--- src/rtl/exe_ctrl_pipe_if.sv ---
// rtl/exe_ctrl_pipe_if.sv - decode-to-DSP48E1 control pipe bundle with master/slave views
interface exe_ctrl_pipe_if #(
    parameter int CTRL_W = 5,
    parameter int STAGES = 2
);
    localparam int OCC_W = $clog2(STAGES + 1);

    logic              VALID_IN;
    logic [CTRL_W-1:0] CTRL_IN;
    logic              CEP_IN;
    logic              STALL;
    logic              FLUSH;
    logic [CTRL_W-1:0] CTRL_OUT;
    logic              CEP_OUT;
    logic              VALID_OUT;
    logic [STAGES-1:0] CE_STAGE;
    logic              BUSY;
    logic [OCC_W-1:0]  OCC;
    logic [15:0]       OP_CNT;

    modport master (
        output VALID_IN, CTRL_IN, CEP_IN, STALL, FLUSH,
        input  CTRL_OUT, CEP_OUT, VALID_OUT, CE_STAGE, BUSY, OCC, OP_CNT
    );

    modport slave (
        input  VALID_IN, CTRL_IN, CEP_IN, STALL, FLUSH,
        output CTRL_OUT, CEP_OUT, VALID_OUT, CE_STAGE, BUSY, OCC, OP_CNT
    );
endinterface

--- src/rtl/exe_ctrl_pipe.sv ---
// rtl/exe_ctrl_pipe.sv - stallable/flushable execute-stage control delay line; EXE_OPCNT_EN adds retired-op counter
module exe_ctrl_pipe #(
    parameter int  CTRL_W = 5,
    parameter int  STAGES = 2,
    localparam int OCC_W  = $clog2(STAGES + 1)
) (
    input  logic            CLK,
    input  logic            RST,
    exe_ctrl_pipe_if.slave  bus
);

    logic [STAGES-1:0] v;
    logic [STAGES-1:0] cep;
    logic [STAGES-1:0] feed;
    logic [CTRL_W-1:0] ctrl [STAGES];
    logic [OCC_W-1:0]  occ;
    logic              adv;

    assign adv = ~bus.STALL & ~bus.FLUSH;

    // feed[i] is the valid bit that stage i would capture on an advancing edge
    always_comb begin
        feed    = '0;
        feed[0] = bus.VALID_IN;
        for (int i = 1; i < STAGES; i++) begin
            feed[i] = v[i-1];
        end
    end

    assign bus.CE_STAGE = feed & {STAGES{adv}};

    always_ff @(posedge CLK or posedge RST) begin
        if (RST) begin
            v   <= '0;
            cep <= '0;
            occ <= '0;
            for (int i = 0; i < STAGES; i++) begin
                ctrl[i] <= '0;
            end
        end else if (bus.FLUSH) begin
            v   <= '0;
            cep <= '0;
            occ <= '0;
            for (int i = 0; i < STAGES; i++) begin
                ctrl[i] <= '0;
            end
        end else if (!bus.STALL) begin
            v       <= feed;
            // bubbles carry all-zero control so the DSP never sees stale INMODE
            ctrl[0] <= bus.VALID_IN ? bus.CTRL_IN : '0;
            cep[0]  <= bus.VALID_IN & bus.CEP_IN;
            for (int i = 1; i < STAGES; i++) begin
                ctrl[i] <= ctrl[i-1];
                cep[i]  <= cep[i-1];
            end
            occ <= occ + OCC_W'(bus.VALID_IN) - OCC_W'(v[STAGES-1]);
        end
    end

    assign bus.CTRL_OUT  = ctrl[STAGES-1];
    assign bus.CEP_OUT   = cep[STAGES-1] & v[STAGES-1];
    assign bus.VALID_OUT = v[STAGES-1];
    assign bus.BUSY      = |v;
    assign bus.OCC       = occ;

`ifdef EXE_OPCNT_EN
    logic [15:0] op_cnt;

    always_ff @(posedge CLK or posedge RST) begin
        if (RST) begin
            op_cnt <= 16'h0000;
        end else if (adv && v[STAGES-1]) begin
            op_cnt <= op_cnt + 16'd1;
        end
    end

    assign bus.OP_CNT = op_cnt;
`else
    assign bus.OP_CNT = 16'h0000;
`endif

endmodule

--- src/flat_wrapper.sv ---
// flat-port wrapper written by rule: the top's interface ports become plain ports
module exe_ctrl_pipe_flat 
#(
    parameter int  CTRL_W = 5,
    parameter int  STAGES = 2,
    localparam int OCC_W  = $clog2(STAGES + 1)
)
  (CLK, RST, bus_VALID_IN, bus_CTRL_IN, bus_CEP_IN, bus_STALL, bus_FLUSH, bus_CTRL_OUT, bus_CEP_OUT, bus_VALID_OUT, bus_CE_STAGE, bus_BUSY, bus_OCC, bus_OP_CNT);
  exe_ctrl_pipe_if #(.CTRL_W(CTRL_W), .STAGES(STAGES)) bus_i ();
  input  logic CLK;
  input  logic RST;
  input wire logic [$bits(bus_i.VALID_IN)-1:0] bus_VALID_IN;
  input wire logic [$bits(bus_i.CTRL_IN)-1:0] bus_CTRL_IN;
  input wire logic [$bits(bus_i.CEP_IN)-1:0] bus_CEP_IN;
  input wire logic [$bits(bus_i.STALL)-1:0] bus_STALL;
  input wire logic [$bits(bus_i.FLUSH)-1:0] bus_FLUSH;
  output wire logic [$bits(bus_i.CTRL_OUT)-1:0] bus_CTRL_OUT;
  output wire logic [$bits(bus_i.CEP_OUT)-1:0] bus_CEP_OUT;
  output wire logic [$bits(bus_i.VALID_OUT)-1:0] bus_VALID_OUT;
  output wire logic [$bits(bus_i.CE_STAGE)-1:0] bus_CE_STAGE;
  output wire logic [$bits(bus_i.BUSY)-1:0] bus_BUSY;
  output wire logic [$bits(bus_i.OCC)-1:0] bus_OCC;
  output wire logic [$bits(bus_i.OP_CNT)-1:0] bus_OP_CNT;
  assign bus_i.VALID_IN = bus_VALID_IN;
  assign bus_i.CTRL_IN = bus_CTRL_IN;
  assign bus_i.CEP_IN = bus_CEP_IN;
  assign bus_i.STALL = bus_STALL;
  assign bus_i.FLUSH = bus_FLUSH;
  assign bus_CTRL_OUT = bus_i.CTRL_OUT;
  assign bus_CEP_OUT = bus_i.CEP_OUT;
  assign bus_VALID_OUT = bus_i.VALID_OUT;
  assign bus_CE_STAGE = bus_i.CE_STAGE;
  assign bus_BUSY = bus_i.BUSY;
  assign bus_OCC = bus_i.OCC;
  assign bus_OP_CNT = bus_i.OP_CNT;
  exe_ctrl_pipe #(.CTRL_W(CTRL_W), .STAGES(STAGES)) u_core (.CLK(CLK), .RST(RST), .bus(bus_i));
endmodule
--- config.mk ---
export PLATFORM = sky130hd
export DESIGN_NAME = exe_ctrl_pipe_flat
export DESIGN_NICKNAME = d
export VERILOG_FILES = /design/src/rtl/exe_ctrl_pipe_if.sv /design/src/rtl/exe_ctrl_pipe.sv /design/src/flat_wrapper.sv
export SDC_FILE = /design/constraint.sdc
export NUM_CORES = 1
export LEC_CHECK = 0
export CAP_MARGIN = 10
export CORE_ASPECT_RATIO = 1.1
export CORE_UTILIZATION = 37
export CTS_CLUSTER_SIZE = 16
export DETAILED_ROUTE_END_ITERATION = 16
export GPL_ROUTABILITY_DRIVEN = 0
export PLACE_DENSITY = 0.72
export SLEW_MARGIN = 20
export SYNTH_ARGS = -nofsm -noshare
export SYNTH_HDL_FRONTEND = slang
export SYNTH_SLANG_ARGS = --single-unit
export TNS_END_PERCENT = 10
--- constraint.sdc ---
create_clock -name CLK -period 1.5 [get_ports CLK]
set_input_delay 0.375 -clock CLK [delete_from_list [all_inputs] [get_ports CLK]]
set_output_delay 0.375 -clock CLK [all_outputs]
set_load 0.02 [all_outputs]
==> results_dict.tcl, run 1 <==
set metrics [dict create \
    status "finished with violations" \
    violations "setup timing" \
    fp.coreArea_um2 2250 \
    setup_tns_ns -0.125 \
    path_class "register to register" \
    viasPerCell 4.41 \
    fmax_mhz 638 \
    grt_max_degree 17 \
    cp-end-kind "register" \
    first_pass_iters 4 \
    syn_to_final_growth_pct 24.5 \
    synth_top_family_by_area "buffers and inverters" \
    htree_levels 1 \
    grt_pass1_vias 558 \
    avgSynthCellArea_um2 9.80 \
    syn_area_um2 892 \
    fin_crit_ns 1.57 \
    synth-xor-area-share_pct 0.982 \
    hp-class "input port to asynchronous set/reset pin" \
    synth_cells 91 \
    fin_ws_ns -0.0666 \
    io_buffers 22 \
    die-area_um2 2610 \
    place_area_um2 1090 \
    drt-initial-drc-count 10 \
    clk_pin_slew_ns 0.09 \
    synth.distinct_cells 20 \
    layout_common_cells "16 x conb_1, 14 x dfrtp_1, 10 x nor2_1, 10 x dlygate4sd2_1" \
    row_count 18 \
    total_leakage_power_uw 0.000581 \
    use_met3_pct 1.72 \
    fin_crit_sh_pct 104 \
    pin_count 39 \
    drive_gt1_share_pct 21.2 \
    cp_num_buf_inv 1 \
    overflow 0 \
    path_cells "ha_4 > inv_1 > ha_2 > xnor2_1 > or3_1 > a21oi_2" \
    nets 127 \
    ant_nets 0 \
    antenna_found_initial 0 \
    placed_cells 139 \
    reg2reg_depth 6 \
    maxCapViolations 0 \
    powerDensity_nw_per_um2 830 \
    cp_data_arrival_time_ns 1.79 \
    crit_required_ns 1.73 \
    hold_viol 0 \
    critPathMaxStageDelay_ns 0.46 \
    timing.rr.start "u_core.v[1]" \
    start_util_pct 39.6 \
    use_met1_pct 14.2 \
    ys_seq_elements 16 \
    fin_cells 143 \
    grt_pass1_wl_um 2500 \
    finalSetupViolCount 2 \
    cts_tree "built" \
    die_height_um 53.5 \
    synthAdderAreaFrac_pct 2.81 \
    yosysWarnings 0 \
    clock_sinks 16 \
    cp-start-kind "register" \
    finalInstanceArea_um2 1110 \
    final_common_cell "conb_1" \
    crit_family "flip-flops" \
    power_uw 923 \
    pre_cts_ws_ns -0.692 \
    rrSetupSlack_ns -0.07 \
    clk_path_buf_depth 2 \
    path_max_fanout 5 \
    insertion_delay_ns 0.29 \
    grt_use_met2_pct 24.3 \
    slew_violations 0 \
    postRouteWirelength_um 1550 \
    critPathSlowestCell "dfrtp_2" \
    synth_compound_area_share_pct 5.33 \
    top_usage_layer "met2" \
    n_antenna_cell 0 \
    cts_setup_buffers 0 \
    vias 630 \
    timing.rr.end "u_core.bus.OCC[1]" \
    rsz0062_at_grt "yes" \
    ys_seq_area_share_pct 44.9 \
    vdd_drop_max_uv 450 \
    route.detailed.drc 0 \
    root_buffer "clkbuf_4" \
    die_w_um 48.8 \
    cts-buffers-inserted 3 \
    synth_simple_gate_area_share_pct 15.0 \
    detail_route.wl_per_cell_um 10.8 \
    dp_hpwl_um 1180 \
    synthMuxAreaShare_pct 8.98 \
    clock_skew_ns 0.00444 \
    grt_usage_pct 13.3 \
]
-- cell usage after synthesis --
cell type  instances  area, um2
mux2i_1            8       80.1
nand2_1            5       18.8
nor2_1            10       37.5
conb_1             1       3.75
and2_1             1       6.26
or2_2              1       6.26
ha_1               2       25.0
nand3b_1           5       37.5
nor2b_1            1       6.26
buf_2              1       5.00
buf_4             23        173
a21oi_1            7       35.0
dfrtp_1           16        400
or3_1              1       6.26
a22oi_1            1       7.51
clkbuf_1           1       3.75
o21ai_0            1       5.00
inv_1              3       11.3
nor3b_1            2       15.0
xnor2_1            1       8.76
-- worst reg2reg max path, cell delays in order, from the launching register on --
cell and delay, ns:
dfrtp_2 0.46, ha_4 0.27, inv_1 0.03, ha_2 0.16, xnor2_1 0.12, or3_1 0.33, a21oi_2 0.13
-- worst max path at each step --
| stage | endpoint | slack [ns] | cells past startpoint | start |
|---|---|---|---|---|
| after global routing | u_core.bus.OCC[1] | -0.13 | 6 | u_core.v[1] |
| final | u_core.bus.OCC[1] | -0.07 | 6 | u_core.v[1] |
| after CTS | bus_BUSY | -0.15 | 2 | u_core.v[1] |
| after detailed placement | bus_CE_STAGE[0] | -0.69 | 4 | bus_STALL |
| after floorplan | u_core.bus.OCC[1] | -0.02 | 6 | u_core.v[1] |
| after global placement | bus_CE_STAGE[1] | -0.70 | 3 | bus_STALL |
-- state kept, by name, summed over array words and instances, names as in the netlist --
name	flops
u_core.ctrl	5
u_core.bus.CTRL_OUT	5
u_core.bus.OCC	2
u_core.v	2
u_core.cep	2
-- cell families (layout without fill, tap and decap cells) --
logic type / after synthesis / after routing
other: 1 / 16
flip-flops: 16 / 16
AND/OR/NAND/NOR: 26 / 26
adder cells (fa/ha/maj): 2 / 2
AO/OA/AOI/OAI: 9 / 9
buffers and inverters: 28 / 35
multiplexers: 8 / 8
XOR/XNOR: 1 / 1
-- stage by stage --
stage / util (%) / hold slack (ns)
after global routing: 49.3 / 0.401
after CTS: 49.4 / 0.386
after detailed placement: 48.3 / 0.508
final: 49.3 / 0.375
after global placement: 48.3 / 0.499
after floorplan: - / 0.289
-- layer usage --
layer / vias to the layer above / share of wire, %
met5: - / 0
met4: 0 / 3.2
met3: 5 / 3.9
met2: 21 / 53
met1: 303 / 39
li1: 301 / -
-- area by class of cell --
cell class / instances / area, um2
fillers: 220 / 1140
flip-flops and latches: 16 / 403
multi-input cells: 62 / 390
repair buffers: 28 / 233
well taps: 30 / 37.5
clock buffers: 4 / 36.3
inverters: 3 / 11.3
-- repair_timing --
item	CTS	global route
hold buffers	0	0
hold endpoints to repair	0	0
endpoints found under the setup margin	13	4
resized for setup	32	5
-- power breakdown --
group | total, uW | switching, uW | internal, uW
registers | 458 | 11.4 | 447
clock network | 282 | 134 | 148
logic | 182 | 110 | 71.6
(Power assumes the default switching activity.)
==> run 2: changes to the inputs <==
--- a/config.mk
+++ b/config.mk
@@ -12,6 +12,7 @@
 export DETAILED_ROUTE_END_ITERATION = 16
 export GPL_ROUTABILITY_DRIVEN = 0
 export PLACE_DENSITY = 0.72
+export SKIP_CTS_REPAIR_TIMING = 1
 export SLEW_MARGIN = 20
 export SYNTH_ARGS = -nofsm -noshare
 export SYNTH_HDL_FRONTEND = slang
==> run 2 against run 1 <==
The run still ends with setup timing left. Critical path depth shrank 3. Sequential power barely moved. Highest routed layer unchanged. Register-to-register slack about the same. Clock power about the same. Final area increased by 2.5%. Setup slack got worse by 0.083 ns. Largest power group unchanged. Global-route usage shrank 0.13 points. Core utilization is 1.2 points higher. Maximum frequency is 5.1% lower. Via count up 0.16%. Worst hold slack improved by 0.0065 ns. Die area unchanged.
==> results_dict.tcl, run 2 (same netlist as run 1, synthesis figures left out) <==
set metrics [dict create \
    layout_common_cells "16 x conb_1, 14 x dfrtp_1, 10 x nor2_1" \
    cts-buffers-inserted 3 \
    hold_viol 0 \
    pre_cts_ws_ns -0.692 \
    insertion_delay_ns 0.28 \
    fmax_mhz 606 \
    powerDensity_nw_per_um2 812 \
    fin_cells 143 \
    cp_data_arrival_time_ns 1.27 \
    nets 127 \
    path_max_fanout 3 \
    clock_skew_ns 0.00273 \
    overflow 0 \
    pin_count 39 \
    route.detailed.drc 0 \
    critPathSlowestCell "clkdlybuf4s50_1" \
    path_class "input port to primary output" \
    grt_pass1_wl_um 2470 \
    row_count 18 \
    grt_usage_pct 13.2 \
    postRouteWirelength_um 1570 \
    final_common_cell "conb_1" \
    fin_crit_sh_pct 110 \
    die-area_um2 2610 \
    fin_crit_ns 1.65 \
    rsz0062_at_grt "yes" \
    rrSetupSlack_ns -0.07 \
    clock_sinks 16 \
    clk_path_buf_depth 2 \
    n_antenna_cell 0 \
    grt_pass1_vias 558 \
    cts_tree "built" \
    antenna_found_initial 0 \
    p_sw_uw 253 \
    viasPerCell 4.41 \
    ant_nets 0 \
    drive_gt1_share_pct 19.5 \
    utilization_pct 50.6 \
    seqPwrFrac_pct 49.6 \
    htree_levels 1 \
    slew_violations 0 \
    reg2reg_depth 6 \
    placed_cells 139 \
    first_pass_iters 4 \
    timing.rr.start "u_core.v[1]" \
    timing.rr.end "u_core.bus.OCC[1]" \
    detail_route.wl_per_cell_um 11.0 \
    status "finished with violations" \
    total_leakage_power_uw 0.000688 \
    path_cells "clkdlybuf4s50_1 > nor3b_2 > clkbuf_2" \
    place_area_um2 1090 \
    vdd_drop_max_uv 464 \
    io_buffers 22 \
    clkPwrFrac_pct 30.4 \
    vias 631 \
    critPathMaxStageDelay_ns 0.47 \
    cp-end-kind "primary output" \
    die_height_um 53.5 \
    setup_tns_ns -0.359 \
    crit_required_ns 1.12 \
    maxCapViolations 0 \
    start_util_pct 39.6 \
    fin_ws_ns -0.150 \
    grt_max_degree 17 \
    share_comb_of_total_power_pct 20.1 \
    clk_pin_slew_ns 0.09 \
    die_w_um 48.8 \
    violations "setup timing" \
    finalInstanceArea_um2 1140 \
    cp-start-kind "input port" \
    fp.coreArea_um2 2250 \
    hp-class "input port to asynchronous set/reset pin" \
    root_buffer "clkbuf_4" \
    power.internal_uw 672 \
    swShare_pct 27.4 \
    syn_to_final_growth_pct 27.6 \
    finalSetupViolCount 4 \
    dp_hpwl_um 1180 \
    drt-initial-drc-count 6 \
]
-- run 2: through the flow --
step | total power (uW) | hold WS, ns
4_1_cts | 940 | 0.386
3_5_place_dp | 656 | 0.508
2_1_floorplan | 616 | 0.289
3_3_place_gp | 653 | 0.499
5_1_grt | 972 | 0.412
6_report | 925 | 0.381
-- run 2: power groups by stage --
| stage | clock (uW) | sequential [uW] | combinational [uW] |
|---|---|---|---|
| 6_report | 281 | 459 | 186 |
| 5_1_grt | 308 | 461 | 204 |
| 4_1_cts | 291 | 459 | 190 |
| 3_5_place_dp | 0 | 467 | 189 |
| 3_3_place_gp | 0 | 467 | 186 |
| 2_1_floorplan | 0 | 471 | 145 |
-- run 2: area by class of cell --
cell class	instances	area [um2]
timing repair buffer	28	270
clock buffer	4	36.3
tap	30	37.5
inverter	3	11.3
sequential	16	403
fill	212	1110
multi-input combinational	62	380
-- run 2: routing by layer --
metal / share of wire (%) / vias up / global-route usage [%]
li1: - / 301 / -
met5: 0 / - / 0
met1: 41 / 312 / 13.7
met4: 1.7 / 0 / 10.3
met2: 54 / 16 / 24.5
met3: 3.1 / 2 / 1.72
-- run 2: worst max path at each step --
| stage | endpoint | startpoint |
|---|---|---|
| 2_1_floorplan | u_core.bus.OCC[1] | u_core.v[1] |
| 3_3_place_gp | bus_CE_STAGE[1] | bus_STALL |
| 3_5_place_dp | bus_CE_STAGE[0] | bus_STALL |
| 4_1_cts | bus_CE_STAGE[0] | bus_STALL |
| 5_1_grt | bus_CE_STAGE[1] | bus_FLUSH |
| 6_report | bus_CE_STAGE[1] | bus_FLUSH |
-- run 2: worst max-delay path, delay by kind of cell --
family / cells / cell delay (ns)
AND/OR/NAND/NOR: 1 / 0.23
buffers and inverters: 2 / 0.67
==> RTL change: new RTL, settings of run 1 <==
Add a define of `EXE_OPCNT_EN`.
--- a/src/rtl/exe_ctrl_pipe.sv
+++ b/src/rtl/exe_ctrl_pipe.sv
@@ -1,3 +1,5 @@
 // rtl/exe_ctrl_pipe.sv - stallable/flushable execute-stage control delay line; EXE_OPCNT_EN adds retired-op counter
+`define EXE_OPCNT_EN
+
 module exe_ctrl_pipe #(
     parameter int  CTRL_W = 5,
Function: changed (a bounded check fails within 4 cycles, from zero or initial values and one cycle with RST high).
==> RTL change against run 1 <==
The flow still finishes with violations (setup timing). Clock skew rose by 0.00094 ns. Routed wire length rose by 89%. Synthesized cell count rose by 42%. Critical endpoint unchanged. Global-route usage rose by 3.5 points. Sequential power rose by 100%. Count of clock-buffer cells in the layout rose by 2. Area after synthesis rose by 62%. Clock power rose by 140%. Cell area rose by 88%. Total power rose by 100%. Sequential cell count rose by 16. Combinational power rose by 51%. Via count rose by 75%. Worst setup slack got worse by 0.076 ns.
==> RTL change: results (changes against run 1) <==
The internal cell power was 1400 uW (+110%). For the fraction of power consumed by combinational cells, the log shows 14.6% (-5.1 points). The proportion of synthesized chip area in sequential cells is 55.4% (+10 points), and the clock-pin slew on the worst setup and hold paths is 0.06 ns (-0.03 ns). The worst stage delay on the critical path was 0.42 ns (-0.04 ns); the hold slack was 0.422 ns (+0.0474 ns).

The flow ran to the end, but the final reports show violations. The largest clock skew in the final design is 0.00538 ns (+0.000936 ns). The worst path setup slack after routing is -0.143 ns (-0.0765 ns). The fraction of final layout cells sized beyond drive strength 1 works out to 25.1% (+3.9 points).

Largest net degree at the start of global routing: 33 (+16). The number of instances in the synthesized netlist is 129 (+42%). The met1 capacity usage during global routing came out at 19.5% (+5.3 points). The count of input and output buffers was 38 (+73%). For the critical path arrival, the log shows 1.86 ns (+0.07 ns). The worst reg2reg path depth was 7 (+1).

The number of global-route vias before repair is 1171 (+110%), and the number of different library cells in the post-synthesis netlist is 25 (+25%). The power in sequential cells was 934 uW (+100%). Number of placed instances with taps included: 221 (+59%).

The via density per instance was 4.74 (+7.5%). In the post-synthesis netlist, the biggest area contributors are dfrtp_1, xnor2_1, mux2i_1. The count of endpoints failing setup in the final report was 3 (+1).

The cell sitting at the root of the clock tree is a clkbuf_8. The tools report the global-route wire length before repair as 5040 microns (+100%). The maximum ir drop on the vdd rail was 0.630 mV (+40%); the sum of routed wire length over all layers was 2920 microns (+89%). The maximum fanout encountered on the critical timing path was 4 (-1).

The checks that failed: setup timing. For the met3 routing resource usage after global routing, the log shows 5.75% (+4.0 points). The number of nets in the layout is 196 (+54%), and the H-tree depth reported by CTS is 2 (+1). By count the netlist is led by dfrtp_1, nor2_1, xnor2_1, mux2i_1.
[RTL change: changes by cell type after synthesis, moves of 3 or more]
cell	delta
nand3b_1	-5
xor2_1	+4
xnor2_1	+11
and2_1	+4
a21oi_1	-5
a22oi_1	+5
buf_4	-18
nor2_1	+8
dfrtp_1	+16
nand3_1	+6
and4_1	+3
[RTL change: area by class of cell]
class                      instances  area [sq um]
tap                               50          62.6
sequential                        32           803
clock buffer                       6          82.6
clock inverter                     2          10.0
fill                             355          1600
inverter                           3          11.3
multi-input combinational         83           599
timing repair buffer              57           517
[RTL change: how the worst max path moves through the flow]
stage	end	slack, ns	cells past startpoint
after CTS	u_core.bus.OCC[1]$_DFFE_PP0P_	-0.16	7
final	u_core.bus.OCC[1]$_DFFE_PP0P_	-0.14	7
after global placement	bus_CE_STAGE[1]	-0.62	4
after floorplan	u_core.bus.OCC[1]$_DFFE_PP0P_	-0.03	6
after global routing	u_core.bus.OCC[1]$_DFFE_PP0P_	-0.22	7
after detailed placement	bus_CE_STAGE[1]	-0.60	4
[RTL change: metrics by stage]
step	cell area [sq um]	setup WS, ns
floorplan	1460	-0.0336
global placement	1960	-0.615
detailed placement	1960	-0.600
CTS	2070	-0.162
global route	2090	-0.219
finish	2090	-0.143
[RTL change: timing repair]
item / CTS / global route
setup endpoints to repair: 47 / 19
pin swaps: 0 / 2
gates resized for setup: 56 / 11
hold buffers: 0 / 0
buffers inserted: 3 / 1
[RTL change: metal layers]
layer  share of wire [%]  vias up
met2                  51       33
li1                    -      528
met1                  42      540
met5                   0        -
met3                 5.5        3
met4                 1.3        0
[RTL change: cells by family after synthesis]
group                      synth area share (%)
and+or+nand+nor                            16.2
adders and majority gates                  2.60
muxes                                      6.32
AOI/OAI and AO/OA                          4.15
xor gates and xnor gates                   9.69
buffers and inverters                      5.71
DFF                                        55.4
